<file path="config.mk">
export PLATFORM = sky130hd
export DESIGN_NAME = muldiv_unit
export DESIGN_NICKNAME = d
export VERILOG_FILES = /design/src/rtl/md_pkg.sv /design/src/rtl/md_div_iter.sv /design/src/rtl/muldiv_unit.sv
export SDC_FILE = /design/constraint.sdc
export NUM_CORES = 2
export LEC_CHECK = 0
export CAP_MARGIN = 20
export CORE_MARGIN = 4
export CORE_UTILIZATION = 30
export CTS_CLUSTER_DIAMETER = 30
export DETAILED_ROUTE_END_ITERATION = 8
export GPL_TIMING_DRIVEN = 0
export PLACE_DENSITY = 0.56
export REMOVE_ABC_BUFFERS = 1
export SYNTH_ARGS = -nofsm -noshare
export SYNTH_HDL_FRONTEND = slang
export SYNTH_SLANG_ARGS = --single-unit
export TNS_END_PERCENT = 20
</file>
<file path="constraint.sdc">
create_clock -name clk -period 8.94 [get_ports clk]
set_input_delay 0.894 -clock clk [delete_from_list [all_inputs] [get_ports clk]]
set_output_delay 0.894 -clock clk [all_outputs]
set_load 0.1 [all_outputs]
</file>
<file path="src/rtl/md_pkg.sv">
// Shared definitions for the HI/LO multiply/divide unit: op codes, FSM states, decode helpers.
package md_pkg;

  typedef enum logic [2:0] {
    OpMult  = 3'd0,
    OpMultu = 3'd1,
    OpMadd  = 3'd2,
    OpMaddu = 3'd3,
    OpMsub  = 3'd4,
    OpMsubu = 3'd5,
    OpDiv   = 3'd6,
    OpDivu  = 3'd7
  } md_op_e;

  typedef enum logic [2:0] {
    StIdle,
    StMul,
    StAcc,
    StDiv,
    StFix,
    StDone
  } md_state_e;

  // Even op codes are the signed variants.
  function automatic logic is_signed(md_op_e op);
    return ~op[0];
  endfunction

  function automatic logic is_acc(md_op_e op);
    return (op == OpMadd) || (op == OpMaddu) || (op == OpMsub) || (op == OpMsubu);
  endfunction

  function automatic logic is_sub(md_op_e op);
    return (op == OpMsub) || (op == OpMsubu);
  endfunction

  function automatic logic is_div(md_op_e op);
    return (op == OpDiv) || (op == OpDivu);
  endfunction

endpackage

</file>
<file path="src/rtl/md_div_iter.sv">
// Restoring unsigned divider core: one quotient bit per step, WIDTH steps after load.
module md_div_iter #(
  parameter int unsigned WIDTH = 32
) (
  input  logic             clk,
  input  logic             rst,
  input  logic             load_i,
  input  logic             step_i,
  input  logic [WIDTH-1:0] dividend_i,
  input  logic [WIDTH-1:0] divisor_i,
  output logic [WIDTH-1:0] quot_o,
  output logic [WIDTH-1:0] rem_o,
  output logic             finished_o
);

  localparam int unsigned CntW = $clog2(WIDTH + 1);

  logic [CntW-1:0]  cnt_q;
  logic [WIDTH-1:0] quot_q, rem_q, div_q;
  logic [WIDTH-1:0] quot_d, rem_d;
  logic [WIDTH:0]   shifted, diff;

  // One restoring step: shift in next dividend bit, subtract if it fits.
  always_comb begin
    shifted = {rem_q, quot_q[WIDTH-1]};
    diff    = shifted - {1'b0, div_q};
    // rem < divisor is invariant, so bit WIDTH of diff is a clean borrow flag.
    if (!diff[WIDTH]) begin
      rem_d  = diff[WIDTH-1:0];
      quot_d = {quot_q[WIDTH-2:0], 1'b1};
    end else begin
      rem_d  = shifted[WIDTH-1:0];
      quot_d = {quot_q[WIDTH-2:0], 1'b0};
    end
  end

  // Iteration state; the quotient register doubles as the dividend shift register.
  always_ff @(posedge clk) begin
    if (rst) begin
      cnt_q  <= '0;
      quot_q <= '0;
      rem_q  <= '0;
      div_q  <= '0;
    end else if (load_i) begin
      cnt_q  <= '0;
      quot_q <= dividend_i;
      rem_q  <= '0;
      div_q  <= divisor_i;
    end else if (step_i && !finished_o) begin
      cnt_q  <= cnt_q + CntW'(1);
      quot_q <= quot_d;
      rem_q  <= rem_d;
    end
  end

  assign finished_o = (cnt_q == CntW'(WIDTH));
  assign quot_o     = quot_q;
  assign rem_o      = rem_q;

endmodule

</file>
<file path="src/rtl/muldiv_unit.sv">
// Multi-cycle HI/LO unit: mult/madd/msub via a registered product, div via md_div_iter.
module muldiv_unit
  import md_pkg::*;
#(
  parameter int unsigned WIDTH = 32
) (
  input  logic             clk,
  input  logic             rst,
  input  logic             start_i,
  input  logic [2:0]       op_i,
  input  logic [WIDTH-1:0] op1_i,
  input  logic [WIDTH-1:0] op2_i,
  input  logic [WIDTH-1:0] hi_i,
  input  logic [WIDTH-1:0] lo_i,
  input  logic             annul_i,
  output logic             busy_o,
  output logic             done_o,
  output logic [WIDTH-1:0] hi_o,
  output logic [WIDTH-1:0] lo_o,
  output logic             div_zero_o
);

  md_state_e          state_q;
  md_op_e             op_q;
  logic [WIDTH-1:0]   op1_q, op2_q, hi_q, lo_q;
  logic [2*WIDTH-1:0] prod_q;
  logic [WIDTH-1:0]   res_hi_q, res_lo_q;
  logic               done_q, dz_q;

  md_op_e             op_in;
  logic               in_zero, accept, div_load, div_step, div_fin;
  logic [WIDTH-1:0]   abs1, abs2, div_quot, div_rem;
  logic [2*WIDTH-1:0] ext1, ext2, prod, acc_sum;
  logic               q_neg, r_neg;
  logic [WIDTH-1:0]   fix_q, fix_r;

  assign op_in   = md_op_e'(op_i);
  assign in_zero = (op2_i == '0);
  assign accept  = (state_q == StIdle) && start_i && !annul_i;

  // Divider operands are made absolute at accept so the core loads straight from the inputs.
  always_comb begin
    abs1 = (is_signed(op_in) && op1_i[WIDTH-1]) ? (~op1_i + WIDTH'(1)) : op1_i;
    abs2 = (is_signed(op_in) && op2_i[WIDTH-1]) ? (~op2_i + WIDTH'(1)) : op2_i;
  end

  assign div_load = accept && is_div(op_in) && !in_zero;
  assign div_step = (state_q == StDiv) && !div_fin && !annul_i;

  md_div_iter #(
    .WIDTH(WIDTH)
  ) u_div (
    .clk       (clk),
    .rst       (rst),
    .load_i    (div_load),
    .step_i    (div_step),
    .dividend_i(abs1),
    .divisor_i (abs2),
    .quot_o    (div_quot),
    .rem_o     (div_rem),
    .finished_o(div_fin)
  );

  // Product (sign/zero extended to 2*WIDTH, truncated) and accumulate on the latched operands.
  always_comb begin
    ext1    = {{WIDTH{is_signed(op_q) & op1_q[WIDTH-1]}}, op1_q};
    ext2    = {{WIDTH{is_signed(op_q) & op2_q[WIDTH-1]}}, op2_q};
    prod    = ext1 * ext2;
    acc_sum = is_sub(op_q) ? ({hi_q, lo_q} - prod_q) : ({hi_q, lo_q} + prod_q);
  end

  // Sign fix-up of the unsigned divider result; MIN_INT / -1 wraps back to MIN_INT naturally.
  always_comb begin
    q_neg = is_signed(op_q) & (op1_q[WIDTH-1] ^ op2_q[WIDTH-1]);
    r_neg = is_signed(op_q) & op1_q[WIDTH-1];
    fix_q = q_neg ? (~div_quot + WIDTH'(1)) : div_quot;
    fix_r = r_neg ? (~div_rem + WIDTH'(1)) : div_rem;
  end

  // Control FSM with registered results; annul drops everything without touching hi/lo.
  always_ff @(posedge clk) begin
    if (rst) begin
      state_q  <= StIdle;
      op_q     <= OpMult;
      op1_q    <= '0;
      op2_q    <= '0;
      hi_q     <= '0;
      lo_q     <= '0;
      prod_q   <= '0;
      res_hi_q <= '0;
      res_lo_q <= '0;
      done_q   <= 1'b0;
      dz_q     <= 1'b0;
    end else if (annul_i) begin
      state_q <= StIdle;
      done_q  <= 1'b0;
    end else begin
      done_q <= 1'b0;
      unique case (state_q)
        StIdle: begin
          if (start_i) begin
            op_q  <= op_in;
            op1_q <= op1_i;
            op2_q <= op2_i;
            hi_q  <= hi_i;
            lo_q  <= lo_i;
            if (is_div(op_in)) begin
              if (in_zero) begin
                res_hi_q <= op1_i;
                res_lo_q <= '1;
                dz_q     <= 1'b1;
                done_q   <= 1'b1;
                state_q  <= StDone;
              end else begin
                state_q <= StDiv;
              end
            end else begin
              state_q <= StMul;
            end
          end
        end
        StMul: begin
          prod_q <= prod;
          if (is_acc(op_q)) begin
            state_q <= StAcc;
          end else begin
            {res_hi_q, res_lo_q} <= prod;
            dz_q    <= 1'b0;
            done_q  <= 1'b1;
            state_q <= StDone;
          end
        end
        StAcc: begin
          {res_hi_q, res_lo_q} <= acc_sum;
          dz_q    <= 1'b0;
          done_q  <= 1'b1;
          state_q <= StDone;
        end
        StDiv: begin
          if (div_fin) state_q <= StFix;
        end
        StFix: begin
          res_hi_q <= fix_r;
          res_lo_q <= fix_q;
          dz_q     <= 1'b0;
          done_q   <= 1'b1;
          state_q  <= StDone;
        end
        StDone:  state_q <= StIdle;
        default: state_q <= StIdle;
      endcase
    end
  end

  assign busy_o     = (state_q != StIdle);
  assign done_o     = done_q;
  assign hi_o       = res_hi_q;
  assign lo_o       = res_lo_q;
  assign div_zero_o = dz_q;

endmodule

</file>
Word-level counts from Yosys, hierarchy flattened

Index checks and enable logic that the tools add are counted.
W data, S select, Z words.

Divide/modulo/power cells: 0
$mul: 1
Reduce and logical (&&, ||, !) cells: 31
Bitwise operators: 11
Eq/ne operators: 16
$lt $le $gt $ge: 0
Shift-type cells: 0
Add/subtract/negate cells: 8
Muxes and demuxes: 35

Operators by type and width:

| operator                | count |
|---|---|
| $mux W32                | 15 |
| $pmux W32 S4            | 2 |
| $add A32 B1 Y32 const B | 4 |
| $not A32 Y32            | 4 |
| $add A64 B64 Y64        | 1 |
| $mul A33 B33 Y64        | 1 |
| $mux W64                | 1 |
| $sub A64 B64 Y64        | 1 |
| $sub A33 B32 Y33        | 1 |
| $logic_not A32 Y1       | 1 |
| $eq A3 B3 Y1 const B    | 5 |
| $mux W3                 | 5 |
| $eq A3 B2 Y1 const B    | 4 |
| $pmux W3 S4             | 1 |
| $reduce_and A6 Y1       | 2 |
| $logic_and A1 B1 Y1     | 9 |
| $mux W1                 | 9 |
| $add A6 B1 Y6 const B   | 1 |
| $eq A6 B6 Y1 const B    | 1 |
| $ne A2 B2 Y1 const B    | 3 |
| $pmux W1 S3             | 2 |
| $reduce_bool A3 Y1      | 2 |
| $reduce_or A2 Y1        | 3 |
| $logic_or A1 B1 Y1      | 5 |
| 11 further kinds        | 19 |

Flip-flop bits (word level): 366
Output and inout bits: 67
Memory bits (read-only): 0
Latch bits: 0
Memories kept: 0
Memory bits (writable): 0

Depth between registers and ports, before layout

Depth after elaboration: 7
Gate-level depth with buffers: 33
Mapped depth without buffers: 28

By module

A second synthesis with hierarchy kept.

Cell total of the unflattened synthesis: 7,467
Area, all modules: 62,148.4 um2

Modules (own cells, without submodules):

| module      | area an instance (um2) | times used | cells an instance |
|---|---|---|---|
| muldiv_unit | 56,023.7               | 1          | 6,686 |
| md_div_iter | 6,124.6                | 1          | 781 |

Worst setup path after synthesis

OpenSTA, ideal clock, no wires.

Path type: register -> register
Start point: register op1_q[31]
End point: register res_hi_q[24] (netlist: hi_o[24])
Data arrival time: 8,442 ps
Library setup time: 95 ps
Period minus slack after synthesis: 8,537 ps
Cell stages (with the launch flop): 31
Path slack: 403 ps
Cell sequence: dfxtp_1 clkbuf_1 and2b_2 buf_6 clkbuf_1 clkbuf_1 nand2_1 inv_1 fa_1 fa_1 fa_1 inv_1 fa_1 inv_1 fa_1 fa_1 inv_1 fa_1 fa_1 inv_1 ha_1 clkbuf_1 a21o_1 a21oi_1 o221ai_1 a21oi_1 inv_1 o21ai_0 a2111oi_0 or3_1 a221oi_1

Longest elaborated chain between the ends: 4

Ends and longest elaborated chain:

| element                  | RTL line                             | text |
|---|---|---|
| start: declaration       | muldiv_unit.sv:25                    | `logic [WIDTH-1:0] op1_q, op2_q, hi_q, lo_q;` |
| start signal: assignment | muldiv_unit.sv:103                   | `op1_q <= op1_i;` |
| $and A1 B1 Y1            | muldiv_unit.sv:66, muldiv_unit.sv:75 |  |
| $mul A33 B33 Y64         | muldiv_unit.sv:68                    | `prod = ext1 * ext2;` |
| $mux W32                 | muldiv_unit.sv:124                   | `if (is_acc(op_q)) begin` |
| $pmux W32 S4 (*)         | muldiv_unit.sv:99                    | `unique case (state_q)` |
| end signal: assignment   | muldiv_unit.sv:109                   | `res_hi_q <= op1_i;` |
| end signal: assignment   | muldiv_unit.sv:127                   | `{res_hi_q, res_lo_q} <= prod;` |
| end signal: assignment   | muldiv_unit.sv:134                   | `{res_hi_q, res_lo_q} <= acc_sum;` |
| end: declaration         | muldiv_unit.sv:27                    | `logic [WIDTH-1:0] res_hi_q, res_lo_q;` |

Every way passes the cells marked *; elsewhere a longest branch is shown, timed or not. The select of a mux whose other input is x is not followed.
A chain may end at the register's enable or synchronous reset.

Worst setup path in the final report

Start point: register op_q[0]
End point: register res_hi_q[27] (netlist: hi_o[27])

Longest elaborated chain between the ends: 6

Ends and longest elaborated chain:

| element                                                  | RTL line           | text |
|---|---|---|
| start: declaration                                       | muldiv_unit.sv:24  | `md_op_e op_q;` |
| start signal: assignment                                 | muldiv_unit.sv:84  | `op_q <= OpMult;` |
| start signal: assignment                                 | muldiv_unit.sv:102 | `op_q <= op_in;` |
| branches (longest 6 deep; another with $mul A33 B33 Y64) | n/a                |  |

Parallel ways; which one is timed is not known. The select of a mux whose other input is x is not followed.

==> impl_results.md <==
* Outcome: complete, no violations
* Unique masters post-synth at 83
* Worst skew pair latency at between 0.6 and 0.7 ns
* Hold buffers post-CTS at 0
* Post-synthesis sequential area ratio at roughly an eighth
* Switching share of power at between 40% and 50%
* Max-cap violations at 0
* Slew @ Worst Pin at between 1 and 1.5 ns
* Compound-Gate Fraction of Synth Area at 12.4%
* Tightest Hold Check Type: flip-flop to flip-flop
* Drt via density at slightly above 5
* Rows at roughly 170
* Die H at ~460 um
* Worst Clk Skew at approximately 0.020 ns
* Max Freq at roughly 110 MHz
* Antenna violations before repair at 25
* WP data required at around 9.4 ns
* Ratio of cells with drive above 1 in the final layout at 5.61%
* Net Sw Power at around 3.4 mW
* Synth Area in Simple Gates at approximately 18%
* Hpwl dp at 169 mm
* Setup violators final at 0
* Crit path max fanout at 10
* Top post-synthesis cells by area: fa_1 (37%), dfxtp_1 (12%), nand2_1 (7.8%), inv_1 (7.1%), ha_1 (6.4%)
* Syn Inst Count at 7385
* WHS at 0.463 ns
* Syn. warnings at 0
* Cell accounting for the most synthesized area: fa_1
* Synthesized cell area at roughly 60000 um2
* Core region area at around 200000 um2
* Leakage at about 31 nW
* CTS Buf Count at between 80 and 90
* RSZ-0062 raised after global routing: true
* I/O Buffers at around 200
* H-tree levels at 3
* Vias in the first global route at 53.0k
* Routed Antenna Nets at 0
* Share of the synthesized area in the top cell type at 36.6%
* Inst Count DP at between 9k and 10k
* Initial Util at around 30%
* Crit path kind: flip-flop to flip-flop
* WL per Instance at roughly 20 um
* Adder-cell share of the synthesized area at 43.0%
* CTS tree: yes
* Clock-pin slew on the worst setup and hold paths at approximately 0.05 ns
* Area grow syn2layout at 14.7%
* Cell with the most instances after synthesis: nand2_1
* Nets@finish at between 8k and 9k
* Crit path time final at 8.75 ns
* Mux cell area share after synthesis at 0.603%
* CP Capture Type: flip-flop
* Non-Filler Instances at 10.1k
* Worst vdd ir at 0.000157 V
* Syn_area_per_cell at ~8.3 um2
* CTS Sinks at ~370
* Largest net degree at the start of global routing at ~140
* Clock root buffer: clkbuf_16
* Internal power at 4.91 mW
* Routability-driven placement congestion ratio at approximately 0.93
* Crit path arrival time at a little over 9 ns
* Die X at around 460 um
* Async set-or-reset flop fraction in the synthesized netlist at 0%
* Post-synth EDFFs at 0
* Sequential power share at 22.6%
* Setup crit start kind: flip-flop
* Hold Vio Cnt, Final at 0
* First-pass GRT wire length at roughly 320 mm
* Routed WL at 207 mm
* Xor-xnor portion of the synthesized cell area at 4.56%
* Pwr per Cell Area at 117 nW/um2
* Residual DRC at 0
* Starting DRT DRC Count at 4167
* Final period util at between 90 and 100%
* Largest family of logic cells by synthesized area: adder cells
* Final Max Tran Viols at 0
* Total grt overflow at 0
* Logic pwr share at 40.2%
* Boundary Pins at 202
* Clock power frac at roughly 37%
* Vias post-DR at about 52k
* Initial DRT Pass Iterations at 6
* Die area at 213000 um2
* CTS max path bufs at 3
* Slew headroom at between 20% and 30%
* Fin util at ~35%
* Primary FF master, synth: dfxtp_1
* Synth cell count leaders: nand2_1 (1273), inv_1 (1170), fa_1 (1127)
* All-Layer GR Usage at between 10% and 20%
* #FFs+latches synth at 366
==> critical path, stage by stage (launching register included) <==
cell and delay [ns]:
dfxtp_4 0.42, and2b_4 0.39, and2_1 0.24, fa_2 0.52
fa_1 0.56, fa_2 0.67, clkinvlp_4 0.15, buf_12 0.17
fa_1 0.48, inv_1 0.05, fa_1 0.49, fa_1 0.50
fa_1 0.49, inv_1 0.05, fa_1 0.53, inv_1 0.07
ha_2 0.42, nand4_1 0.14, or3_1 0.47, nor3_4 0.20
nand4b_1 0.26, a21oi_4 0.31, o31ai_1 0.15, o2bb2ai_1 0.24
o21a_1 0.32, mux2i_1 0.18, o221ai_1 0.12
==> placed cells by master (no fill, tap or decap), drive strengths merged, types with 18 or more instances in the layout <==
master / Yosys / layout
clkdlybuf4s50: 1 / 200
or4: 30 / 30
diode: 0 / 18
and2: 374 / 374
nand4: 38 / 38
buf: 21 / 121
xor2: 133 / 133
ha: 315 / 315
o31ai: 33 / 33
fa: 1127 / 1127
o21a: 26 / 26
mux2i: 36 / 36
nand2b: 29 / 29
xnor2: 188 / 188
nor4: 24 / 24
a211oi: 60 / 60
a21o: 84 / 84
o21bai: 40 / 40
and3: 18 / 18
or3: 32 / 32
a22oi: 23 / 23
nor2: 316 / 316
a221oi: 42 / 42
o41ai: 21 / 21
o21ai: 212 / 212
nor3: 125 / 125
dfxtp: 366 / 366
a31oi: 25 / 25
clkinv: 0 / 28
nand2: 1273 / 1273
nand3: 64 / 64
a21oi: 494 / 494
inv: 1171 / 1176
clkbuf: 421 / 100
==> per-layer routing <==
metal | track usage, % | part of all wire, % | routed length [um] | up-vias
li1 | - | - | - | 23300
met1 | 25.5 | 41 | 85400 | 26600
met2 | 32.2 | 48 | 99900 | 1777
met3 | 2.94 | 6.8 | 14100 | 313
met4 | 7.44 | 3.8 | 7840 | 2
met5 | 0 | 0.0034 | 7 | -
==> power groups by stage <==
| stage | Combinational [mW] | Clock [mW] | Sequential [mW] |
|---|---|---|---|
| 6_report | 3.33 | 3.09 | 1.88 |
| 5_1_grt | 3.62 | 3.22 | 1.88 |
| 4_1_cts | 3.29 | 3.13 | 1.88 |
| 3_5_place_dp | 3.25 | 0 | 1.91 |
| 3_3_place_gp | 3.11 | 0 | 1.97 |
| 2_1_floorplan | 2.03 | 0 | 1.93 |
==> cell type report <==
class,instances,area (um2)
clock inverter,55,503
antenna,18,45.0
timing repair buffer,323,4130
sequential,366,7450
tap,2688,3360
multi-input combinational,5407,48500
clock buffer,99,2330
fill,21100,134000
inverter,1171,4410
==> metrics by stage <==
step | power [mW] | setup WS, ns | cell area [um2] | TNS (ns)
final | 8.30 | 0.193 | 70700 | 0
after global routing | 8.72 | -0.0396 | 70700 | -0.0882
after CTS | 8.29 | -0.00705 | 70300 | -0.00705
after detailed placement | 5.16 | -2.08 | 67200 | -63.61
after global placement | 5.07 | -8.31 | 65300 | -1758.63
after floorplan | 3.96 | 0.219 | 59900 | 0
==> state kept, by name, indices dropped and copies added, names as in the netlist, 3 cells and up <==
name / count
prod_q: 64
hi_o: 32
hi_q: 32
lo_o: 32
lo_q: 32
op1_q: 32
op2_q: 32
u_div.div_q: 32
u_div.quot_o: 32
u_div.rem_o: 32
u_div.cnt_q: 6
op_q: 3
state_q: 3
==> path summary, 6_finish.rpt <==
path / start / cells after the start / slack (ns) / end
setup / recovery: op_q[0]$_SDFFE_PP0P_ / 26 / 0.19 / hi_o[27]$_SDFFE_PP0P_
hold / removal: lo_q[9]$_SDFFE_PP0P_ / 2 / 0.46 / lo_q[9]$_SDFFE_PP0P_
setup reg to reg: op_q[0]$_SDFFE_PP0P_ / 26 / 0.19 / hi_o[27]$_SDFFE_PP0P_
hold reg to reg: lo_q[9]$_SDFFE_PP0P_ / 2 / 0.46 / lo_q[9]$_SDFFE_PP0P_
==> kinds of logic (layout without fill, tap and decap cells) <==
| logic type | Yosys count | count (layout) |
|---|---|---|
| AOI/OAI and AO/OA | 1219 | 1219 |
| xor gates and xnor gates | 321 | 321 |
| adders and majority gates | 1442 | 1442 |
| buffers and inverters | 1614 | 1648 |
| DFF | 366 | 366 |
| muxes | 37 | 37 |
| other | 0 | 18 |
| and+or+nand+nor | 2386 | 2388 |
==> what timing repair did <==
action,4_1_cts,5_1_grt
cloned,2,0
pin swaps,0,10
gates resized for setup,36,51
setup buffers,8,16
setup endpoints to repair,56,53
Note: power is estimated with default switching activity, not from simulation.
